## src/rtl/memshare_sched_pkg.sv

```systemverilog
// Shared types and constants for the memShare sequencing controller.
// Optional perf counters are enabled with MEMSHARE_SCHED_PERF_EN.
package memshare_sched_pkg;

  typedef enum logic [1:0] {
    IDLE = 2'd0,
    WAIT = 2'd1,
    EMIT = 2'd2,
    ERR  = 2'd3
  } sched_state_t;

  localparam int DEF_RQST_BITWIDTH        = 5;
  localparam int DEF_REGFILE_RD_LAT       = 1;
  localparam int DEF_SHIFTDELTA_ALU_CYCLE = 1;
  localparam int DEF_MAX_STEP             = 8;
  localparam int PERF_W                   = 16;

  // Cycles from a stable regFile page offset to a valid RFMU shift result.
  function automatic int fb_lat(input int rd_lat, input int alu_cycle);
    return rd_lat + alu_cycle;
  endfunction

endpackage

```

## src/rtl/memshare_sched_waitcnt.sv

```systemverilog
// Loadable down-counter with a zero flag; times the feedback latency of each step.
module memshare_sched_waitcnt #(
  parameter int CNT_W = 2
) (
  input  logic             clk,
  input  logic             rst,
  input  logic             load,
  input  logic             dec,
  input  logic [CNT_W-1:0] load_val,
  output logic             zero
);

  logic [CNT_W-1:0] cnt_reg;

  // Load wins over decrement; the count parks at zero until the next load.
  always_ff @(posedge clk or posedge rst) begin
    if (rst) begin
      cnt_reg <= '0;
    end else if (load) begin
      cnt_reg <= load_val;
    end else if (dec && (cnt_reg != '0)) begin
      cnt_reg <= cnt_reg - CNT_W'(1);
    end
  end

  assign zero = (cnt_reg == '0);

endmodule

```

## src/rtl/memshare_sched_ctrl.sv

```systemverilog
// Sequences request flag -> RFMU -> regFile -> L1PA shift handoff, one step per pattern.
// Define MEMSHARE_SCHED_PERF_EN to add saturating sequence/stall counters.
module memshare_sched_ctrl
  import memshare_sched_pkg::*;
#(
  parameter int RQST_BITWIDTH        = DEF_RQST_BITWIDTH,
  parameter int L1PA_SHIFT_BITWIDTH  = $clog2(RQST_BITWIDTH),
  parameter int REGFILE_RD_LAT       = DEF_REGFILE_RD_LAT,
  parameter int SHIFTDELTA_ALU_CYCLE = DEF_SHIFTDELTA_ALU_CYCLE,
  parameter int MAX_STEP             = DEF_MAX_STEP,
  parameter int STEP_BITWIDTH        = $clog2(MAX_STEP + 1)
) (
  input  logic                           sys_clk,
  input  logic                           rst,
  input  logic [RQST_BITWIDTH-1:0]       rqst_flag_i,
  input  logic                           rqst_valid_i,
  output logic                           rqst_ready_o,
  output logic [RQST_BITWIDTH-1:0]       rfmu_rqstFlag_o,
  output logic [STEP_BITWIDTH-1:0]       seq_step_o,
  input  logic [L1PA_SHIFT_BITWIDTH-1:0] rfmu_shift_i,
  input  logic                           rfmu_isGtr_i,
  input  logic                           rfmu_shiftErr_i,
  output logic [L1PA_SHIFT_BITWIDTH-1:0] l1pa_shift_o,
  output logic                           l1pa_valid_o,
  input  logic                           l1pa_ready_i,
  output logic                           l1pa_last_o,
  output logic                           seq_done_o,
  output logic                           err_o,
  input  logic                           err_clr_i
`ifdef MEMSHARE_SCHED_PERF_EN
  ,
  output logic [PERF_W-1:0]              perf_seqCnt_o,
  output logic [PERF_W-1:0]              perf_stallCnt_o
`endif
);

  localparam int FB_LAT = fb_lat(REGFILE_RD_LAT, SHIFTDELTA_ALU_CYCLE);
  localparam int CNT_W  = $clog2(FB_LAT + 1);
  localparam logic [CNT_W-1:0]         CNT_LOAD  = CNT_W'(FB_LAT - 1);
  localparam logic [STEP_BITWIDTH-1:0] LAST_STEP = STEP_BITWIDTH'(MAX_STEP - 1);
  localparam logic [STEP_BITWIDTH-1:0] STEP_ONE  = STEP_BITWIDTH'(1);

  sched_state_t state_reg;

  logic accept;
  logic emit_hs;
  logic step_more;
  logic cnt_load;
  logic cnt_dec;
  logic cnt_zero;

  assign rqst_ready_o = (state_reg == IDLE) & ~err_o;
  assign accept       = rqst_valid_i & rqst_ready_o;
  assign emit_hs      = (state_reg == EMIT) & l1pa_ready_i;
  assign step_more    = ~l1pa_last_o & (seq_step_o != LAST_STEP);
  // Reload on every transition into WAIT: a non-empty accept or a continuing handshake.
  assign cnt_load     = (accept & (|rqst_flag_i)) | (emit_hs & step_more);
  assign cnt_dec      = (state_reg == WAIT);

  memshare_sched_waitcnt #(
    .CNT_W (CNT_W)
  ) u_waitcnt (
    .clk      (sys_clk),
    .rst      (rst),
    .load     (cnt_load),
    .dec      (cnt_dec),
    .load_val (CNT_LOAD),
    .zero     (cnt_zero)
  );

  always_ff @(posedge sys_clk or posedge rst) begin
    if (rst) begin
      state_reg       <= IDLE;
      rfmu_rqstFlag_o <= '0;
      seq_step_o      <= '0;
      l1pa_shift_o    <= '0;
      l1pa_valid_o    <= 1'b0;
      l1pa_last_o     <= 1'b0;
      seq_done_o      <= 1'b0;
      err_o           <= 1'b0;
    end else begin
      seq_done_o <= 1'b0;
      case (state_reg)
        IDLE: begin
          if (accept) begin
            rfmu_rqstFlag_o <= rqst_flag_i;
            seq_step_o      <= '0;
            // An empty request has no patterns to walk.
            if (|rqst_flag_i) begin
              state_reg <= WAIT;
            end else begin
              seq_done_o <= 1'b1;
            end
          end
        end
        WAIT: begin
          if (cnt_zero) begin
            if (rfmu_shiftErr_i) begin
              err_o     <= 1'b1;
              state_reg <= ERR;
            end else begin
              l1pa_shift_o <= rfmu_shift_i;
              l1pa_last_o  <= rfmu_isGtr_i;
              l1pa_valid_o <= 1'b1;
              state_reg    <= EMIT;
            end
          end
        end
        EMIT: begin
          if (l1pa_ready_i) begin
            l1pa_valid_o <= 1'b0;
            if (l1pa_last_o) begin
              seq_done_o <= 1'b1;
              state_reg  <= IDLE;
            end else if (seq_step_o == LAST_STEP) begin
              err_o     <= 1'b1;
              state_reg <= ERR;
            end else begin
              seq_step_o <= seq_step_o + STEP_ONE;
              state_reg  <= WAIT;
            end
          end
        end
        ERR: begin
          if (err_clr_i) begin
            err_o     <= 1'b0;
            state_reg <= IDLE;
          end
        end
        default: state_reg <= IDLE;
      endcase
    end
  end

`ifdef MEMSHARE_SCHED_PERF_EN
  always_ff @(posedge sys_clk or posedge rst) begin
    if (rst) begin
      perf_seqCnt_o   <= '0;
      perf_stallCnt_o <= '0;
    end else begin
      if (seq_done_o && (perf_seqCnt_o != {PERF_W{1'b1}})) begin
        perf_seqCnt_o <= perf_seqCnt_o + PERF_W'(1);
      end
      if ((state_reg == EMIT) && !l1pa_ready_i && (perf_stallCnt_o != {PERF_W{1'b1}})) begin
        perf_stallCnt_o <= perf_stallCnt_o + PERF_W'(1);
      end
    end
  end
`endif

endmodule

```

## config.mk

```make
export PLATFORM = sky130hd
export DESIGN_NAME = memshare_sched_ctrl
export DESIGN_NICKNAME = d
export VERILOG_FILES = /design/src/rtl/memshare_sched_pkg.sv /design/src/rtl/memshare_sched_waitcnt.sv /design/src/rtl/memshare_sched_ctrl.sv
export SDC_FILE = /design/constraint.sdc
export NUM_CORES = 1
export LEC_CHECK = 0
export ABC_CLOCK_PERIOD_IN_PS = 3600
export BUFFER_PORTS_ARGS = -buffer_cell sky130_fd_sc_hd__buf_4
export CAP_MARGIN = 5
export CORE_MARGIN = 1
export CORE_UTILIZATION = 53
export DETAILED_ROUTE_END_ITERATION = 10
export PLACE_DENSITY = 0.82
export REMOVE_ABC_BUFFERS = 1
export SYNTH_ARGS = -nofsm -noshare
export SYNTH_HDL_FRONTEND = slang
export SYNTH_SLANG_ARGS = --single-unit
```

## constraint.sdc

```tcl
create_clock -name sys_clk -period 3.6 [get_ports sys_clk]
set_input_delay 0 -clock sys_clk [delete_from_list [all_inputs] [get_ports sys_clk]]
set_output_delay 0 -clock sys_clk [all_outputs]
set_load 0.005 [all_outputs]
```

==> results of run 1 <==
## per-layer routing
layer  up-vias  track usage (%)  wire length (um)  part of all wire (%)
met5         -                0                 0                     0
met4         0             8.24                41                   1.7
met3         8             4.76               128                   5.3
met2        33             44.8              1180                    49
met1       455             36.1              1080                    44
li1        431                -                 -                     -
## power groups by stage
stage                     registers (uW)  clock network, uW  logic [uW]
after floorplan                      426                  0         244
after global placement               433                  0         421
after detailed placement             441                  0         434
after CTS                            436                102         445
after global routing                 460                113         509
final                                442                103         450
## logic make-up (layout without fill, tap and decap cells)
logic type,after synthesis,count (layout)
simple gates,41,41
flops,20,20
compound gates,19,19
buf+inv,11,51
mux,5,5
fa+ha+maj,2,2
xor+xnor,1,1
## cells in the final DEF, fill, tap and decap left out, types with 2 or more instances in the layout
cell type	n
o21ai_0	4
nand2_1	23
mux2_2	3
nand3_1	2
dfrtp_1	20
buf_4	31
nor2_1	2
clkbuf_4	3
mux2i_1	2
ha_1	2
dlygate4sd3_1	10
inv_1	7
and3_1	2
nand3b_1	3
## layout make-up
cell class	instances	area [um2]	share of cell area, %
clock buffer	3	22.5	1.63
tap	25	31.3	2.27
inverter	7	26.3	1.91
timing repair buffer	41	333	24.1
sequential	20	500	36.3
multi-input combinational	68	465	33.8
## worst min path at each step
| stage | cells after the start | slack [ns] | endpoint | from |
|---|---|---|---|---|
| 2_1_floorplan | 1 | -0.04 | err_o$_DFFE_PP0P_ | rst |
| 3_3_place_gp | 2 | 0.17 | l1pa_valid_o$_DFFE_PP0P_ | rst |
| 3_5_place_dp | 2 | 0.18 | l1pa_shift_o[0]$_DFFE_PP0P_ | rst |
| 4_1_cts | 3 | 0.03 | err_o$_DFFE_PP0P_ | err_clr_i |
| 5_1_grt | 3 | 0.01 | err_o$_DFFE_PP0P_ | err_clr_i |
| 6_report | 3 | 0.02 | err_o$_DFFE_PP0P_ | err_clr_i |
## timing repair
item                       in CTS  in global routing
hold buffers                   10                  0
hold endpoints to repair       30                  0
setup endpoints to repair       0                  0
## worst max-delay path: stages (launching register included)
cell and delay [ns]:
dfrtp_1 0.41, inv_1 0.06, ha_1 0.19, nor4bb_1 0.99
mux2_2 0.44
## per-stage QoR
stage          utilization, %  hold slack (ns)
2_1_floorplan               -          -0.0362
3_3_place_gp             71.2            0.168
3_5_place_dp             71.2            0.175
4_1_cts                  78.2           0.0267
5_1_grt                  78.2           0.0138
6_report                 78.2           0.0206
==> results.yml, run 1 <==
die:
  rows: 15
  die_x_um: 45.9
  die_h_um: 45.9
  core_area_um2: 1760
  start_util_pct: 57.9
  io-pin-count: 32
  dieArea_um2: 2110
cts:
  cts.clk_slew.worst_paths_ns: 0.11
  tritoncts: "built"
  cts_htree_levels: 1
  clk-insertion-delay-late_ns: 0.29
  clock-sinks: 20
  cts-resized-gates: 0
  clockBufferDepth: 2
  post_cts_buffers: 0
  cts-root-buf: "clkbuf_4"
  cts_buffers: 3
timing:
  setup_slack_ns: 1.40
  final.period_utilization_pct: 61.1
  slew_headroom_pct: 22.4
  final_max_slew_viol_count: 0
  setup_viol: 0
  finalClockSkew_ns: 0.00709
  period_minus_slack_ns: 2.20
  hold_viol_final: 0
  max_freq_mhz: 455
  grt_setup_unrepaired: "false"
  worst_slew_pin_slew_ns: 1.15
  timing.setup.tns_ns: 0
yosys:
  synth-simple-area-share_pct: 22.3
  dominantRegCellSynth: "dfrtp_1"
  async_reset_ff_share_pct: 100
  yosys-top-cells-area: "dfrtp_1, nand2_1, mux2_2"
  synth_mux_area_share_pct: 5.27
  synthXorXnorAreaFrac_pct: 0.858
  synth_compound_area_share_pct: 14.7
  ys_types: 39
  yosys_warnings: 0
  synthCells: 99
  yosys.area.top_type: "dfrtp_1"
  synth_top_family_by_area: "simple AND/OR/NAND/NOR gates"
  synthTopCellsByCount: "nand2_1, dfrtp_1, inv_1"
  syn_area_per_cell_um2: 10.3
  synth_area_um2: 1020
  synth_fa_ha_area_share_pct: 2.45
  synth_edf_count: 0
  ys_ff_latch: 20
  yosysSeqAreaShare_pct: 49.0
  yosysMostFrequentCell: "nand2_1"
  yosys.area.top_type_share_pct: 49.0
power:
  seqPwrFrac_pct: 44.4
  p_leak_uw: 0.000675
  combPwrFrac_pct: 45.2
  ir_drop_mv: 0.479
  power_uw: 996
  intPower_uw: 622
  p_switching_uw: 373
  clkPwrFrac_pct: 10.3
  power_density_nw_per_um2: 722
  switching_share_pct: 37.5
drt:
  postRouteAntennaNets: 0
  drt_wl_total_um: 2440
  routed_via_density: 5.65
  dr.pass1.iters: 4
  drt_iter0_markers: 15
  remaining_drc_errors: 0
  vias: 927
  wl_per_cell_um: 14.9
min_path:
  min_path_type: "in -> reg"
final_layout:
  n_antenna_cell: 0
  final_layout_size_suffix_gt1_share_pct: 29.5
  syn2layout_area_growth_pct: 35.0
  regMostFlops: "rfmu_rqstFlag_o"
  num-fill-cells: 123
  instances_no_fill: 164
  largest_register_ffs: 5
  nets: 158
  reg.largest.list: "rfmu_rqstFlag_o x5, seq_step_o x4, l1pa_shift_o x3"
  fin_area_um2: 1380
placement:
  portBuffers: 31
  dp_hpwl_um: 1550
  gp_congestion: 0.781
  place_inst: 151
  pre_cts_ws_ns: 1.47
  dpl_cell_area_um2: 1260
setup_path:
  crit_path_start: "u_waitcnt.cnt_reg[0]$_DFFE_PP0P_"
  path_class: "reg -> reg"
  rrSetupSlack_ns: 1.40
  rr_worst_depth: 4
  arrival_ns: 2.39
  cp_max_fo: 7
  end_kind: "flop"
  crit_path_start_kind: "flop"
  rr_startpoint: "u_waitcnt.cnt_reg[0]$_DFFE_PP0P_"
  required_ns: 3.79
  endpoint: "l1pa_shift_o[1]$_DFFE_PP0P_"
  reg2reg_to: "l1pa_shift_o[1]$_DFFE_PP0P_"
grt:
  first_global_vias: 876
  grt_max_degree: 21
  grt-ovfl-total: 0
  antenna_found_initial: 0
  grt_pass1_wl_um: 3990
  gr-usage-all-layers_pct: 27.1
outcome:
  status: "finished clean"
flow_run:
  max-cap-violations: 0
Note: power is estimated with default switching activity, not from simulation.
==> run 2: changes to the inputs <==
Settings changed: ABC_AREA from default to 1, ABC_CLOCK_PERIOD_IN_PS 3600 to 1900, CORE_UTILIZATION 53 to 44, PLACE_DENSITY 0.82 to 0.73.
Clock period 3.6 ns to 1.9 ns, I/O delays scaled along.
==> run 2 against run 1 <==
Power grew 78%; setup slack lost 0.89 ns; final area grew 1.2%; cell count grew 23%; clock skew shrank 0.00065 ns; non-clock buffer count is the same; die area grew 20%; critical path depth grew 3; critical endpoint is now l1pa_last_o$_DFFE_PP0P_; largest cell class unchanged; count of clock-buffer cells in the layout is the same.
==> results.yml, run 2 <==
outcome:
  status: "finished clean"
cts:
  cts.clk_slew.worst_paths_ns: 0.10
  holdBufCountCts: 10
  cts-resized-gates: 0
  clock-sinks: 20
  cts_buffers: 3
  clockBufferDepth: 2
  cts-root-buf: "clkbuf_4"
  clk-insertion-delay-late_ns: 0.29
  post_cts_buffers: 0
  tritoncts: "built"
  cts_htree_levels: 1
placement:
  dp_hpwl_um: 1660
  place_inst: 188
  gp_congestion: 0.879
  dpl_cell_area_um2: 1270
  pre_cts_ws_ns: 0.522
  portBuffers: 31
final_layout:
  nets: 192
  final_layout_size_suffix_gt1_share_pct: 23.7
  fin_util_pct: 63.1
  n_antenna_cell: 0
  num-fill-cells: 182
  final_common_cell: "nand2_1"
  layout_common_cells: "nand2_1, buf_4, dfrtp_1"
  fin_area_um2: 1400
  largest_register_ffs: 5
  instances_no_fill: 201
  regMostFlops: "rfmu_rqstFlag_o"
  syn2layout_area_growth_pct: 35.8
  reg.largest.list: "rfmu_rqstFlag_o x5, seq_step_o x4, l1pa_shift_o x3"
yosys:
  synth_edf_count: 0
  ys_ff_latch: 20
  synthTopCellsByCount: "nand2_1, dfrtp_1, inv_1"
  dominantRegCellSynth: "dfrtp_1"
  syn_area_per_cell_um2: 7.84
  yosys.area.top_type_share_pct: 48.7
  yosys_warnings: 0
  synth_area_um2: 1030
  yosysMostFrequentCell: "nand2_1"
  yosysSeqAreaShare_pct: 48.7
  yosys.area.top_type: "dfrtp_1"
  yosys-top-cells-area: "dfrtp_1, nand2_1, nand3_1"
  async_reset_ff_share_pct: 100
  ys_types: 21
  synthCells: 131
timing:
  final_max_slew_viol_count: 0
  hold_viol_final: 0
  grt_setup_unrepaired: "false"
  setup_viol: 0
  final.period_utilization_pct: 73.4
  max_freq_mhz: 717
  timing.setup.tns_ns: 0
  period_minus_slack_ns: 1.39
  setup_slack_ns: 0.506
  finalClockSkew_ns: 0.00644
  worst_slew_pin_slew_ns: 0.752
  slew_headroom_pct: 49.8
min_path:
  min_path_type: "in -> reg"
  hp-start: "rfmu_shiftErr_i"
  whs_endpoint: "l1pa_shift_o[0]$_DFFE_PP0P_"
  hold_path_depth: 4
die:
  io-pin-count: 32
  die_x_um: 50.3
  rows: 17
  start_util_pct: 46.4
  dieArea_um2: 2530
  core_area_um2: 2210
  die_h_um: 50.3
power:
  p_leak_uw: 0.000757
  ir_drop_mv: 0.744
  power_density_nw_per_um2: 1270
drt:
  vias: 972
  wl_per_cell_um: 11.2
  m1WireLength_um: 1050
  drt_iter0_markers: 18
  remaining_drc_errors: 0
  dr.pass1.iters: 4
  drt_wl_total_um: 2250
  maxUsedRoutingLayer: "met4"
  wl_met2_um: 1110
  routed_via_density: 4.84
  dr_wl_met3_um: 75
  postRouteAntennaNets: 0
setup_path:
  end_kind: "flop"
  arrival_ns: 1.57
  path_class: "reg -> reg"
  rr_worst_depth: 7
  rr_startpoint: "u_waitcnt.cnt_reg[0]$_DFFE_PP0P_"
  crit_path_start_kind: "flop"
  required_ns: 2.07
  cp_max_fo: 6
  rrSetupSlack_ns: 0.51
  reg2reg_to: "l1pa_last_o$_DFFE_PP0P_"
grt:
  first_global_vias: 918
  antenna_found_initial: 0
  grt_pass1_wl_um: 3860
  gr-usage-all-layers_pct: 20.3
  grt-ovfl-total: 0
  grt_max_degree: 21
flow_run:
  max-cap-violations: 0
[run 2: cell count changes after synthesis, sizes merged, moves of 3 or more]
cell   change
inv       +10
nor2      +13
nand2     +22
nand3     +12
mux2       -3
[run 2: worst max-delay path by stage]
stage | startpoint | end | depth (start not counted)
floorplan | seq_step_o[0]$_DFFE_PP0P_ | seq_step_o[3]$_DFFE_PP0P_ | 5
global placement | u_waitcnt.cnt_reg[0]$_DFFE_PP0P_ | l1pa_last_o$_DFFE_PP0P_ | 7
detailed placement | u_waitcnt.cnt_reg[0]$_DFFE_PP0P_ | l1pa_last_o$_DFFE_PP0P_ | 7
CTS | u_waitcnt.cnt_reg[0]$_DFFE_PP0P_ | l1pa_last_o$_DFFE_PP0P_ | 7
global route | u_waitcnt.cnt_reg[0]$_DFFE_PP0P_ | l1pa_last_o$_DFFE_PP0P_ | 7
finish | u_waitcnt.cnt_reg[0]$_DFFE_PP0P_ | l1pa_last_o$_DFFE_PP0P_ | 7
[run 2: where the power goes]
part,internal [uW],switching (uW)
clock,73.6,120
combinational,392,461
sequential,593,133
[run 2: kinds of logic after synthesis]
group	after synthesis	share of synthesized area, %
AND/OR/NAND/NOR	76	32.5
XOR/XNOR	2	1.71
flip-flops	20	48.7
buffers and inverters	19	8.40
AO/OA/AOI/OAI	12	6.21
adder cells (fa/ha/maj)	2	2.44
[run 2: metrics by stage]
step | hold slack (ns) | total power (uW)
2_1_floorplan | -0.0362 | 1200
3_3_place_gp | 0.179 | 1540
3_5_place_dp | 0.183 | 1570
4_1_cts | 0.0465 | 1780
5_1_grt | 0.0648 | 1920
6_report | 0.0512 | 1770
[run 2: layer usage]
metal / up-vias / global-route usage (%)
met3: 2 / 2.12
met4: 0 / 8.33
li1: 491 / -
met1: 449 / 26.4
met5: - / 0
met2: 30 / 34.4
[run 2: cell type report]
| class | count | area, um2 | area share [%] |
|---|---|---|---|
| clock buffers | 3 | 22.5 | 1.61 |
| inverters | 17 | 63.8 | 4.57 |
| multi-input cells | 92 | 440 | 31.6 |
| flip-flops and latches | 20 | 500 | 35.9 |
| well taps | 28 | 35.0 | 2.51 |
| repair buffers | 41 | 333 | 23.9 |
[run 2: worst max-delay path: stages (launching register included)]
cell     delay (ns)
dfrtp_1        0.40
inv_1          0.07
ha_1           0.14
inv_1          0.05
nor2_1         0.25
nand2_1        0.20
nor2_1         0.13
a21oi_1        0.05
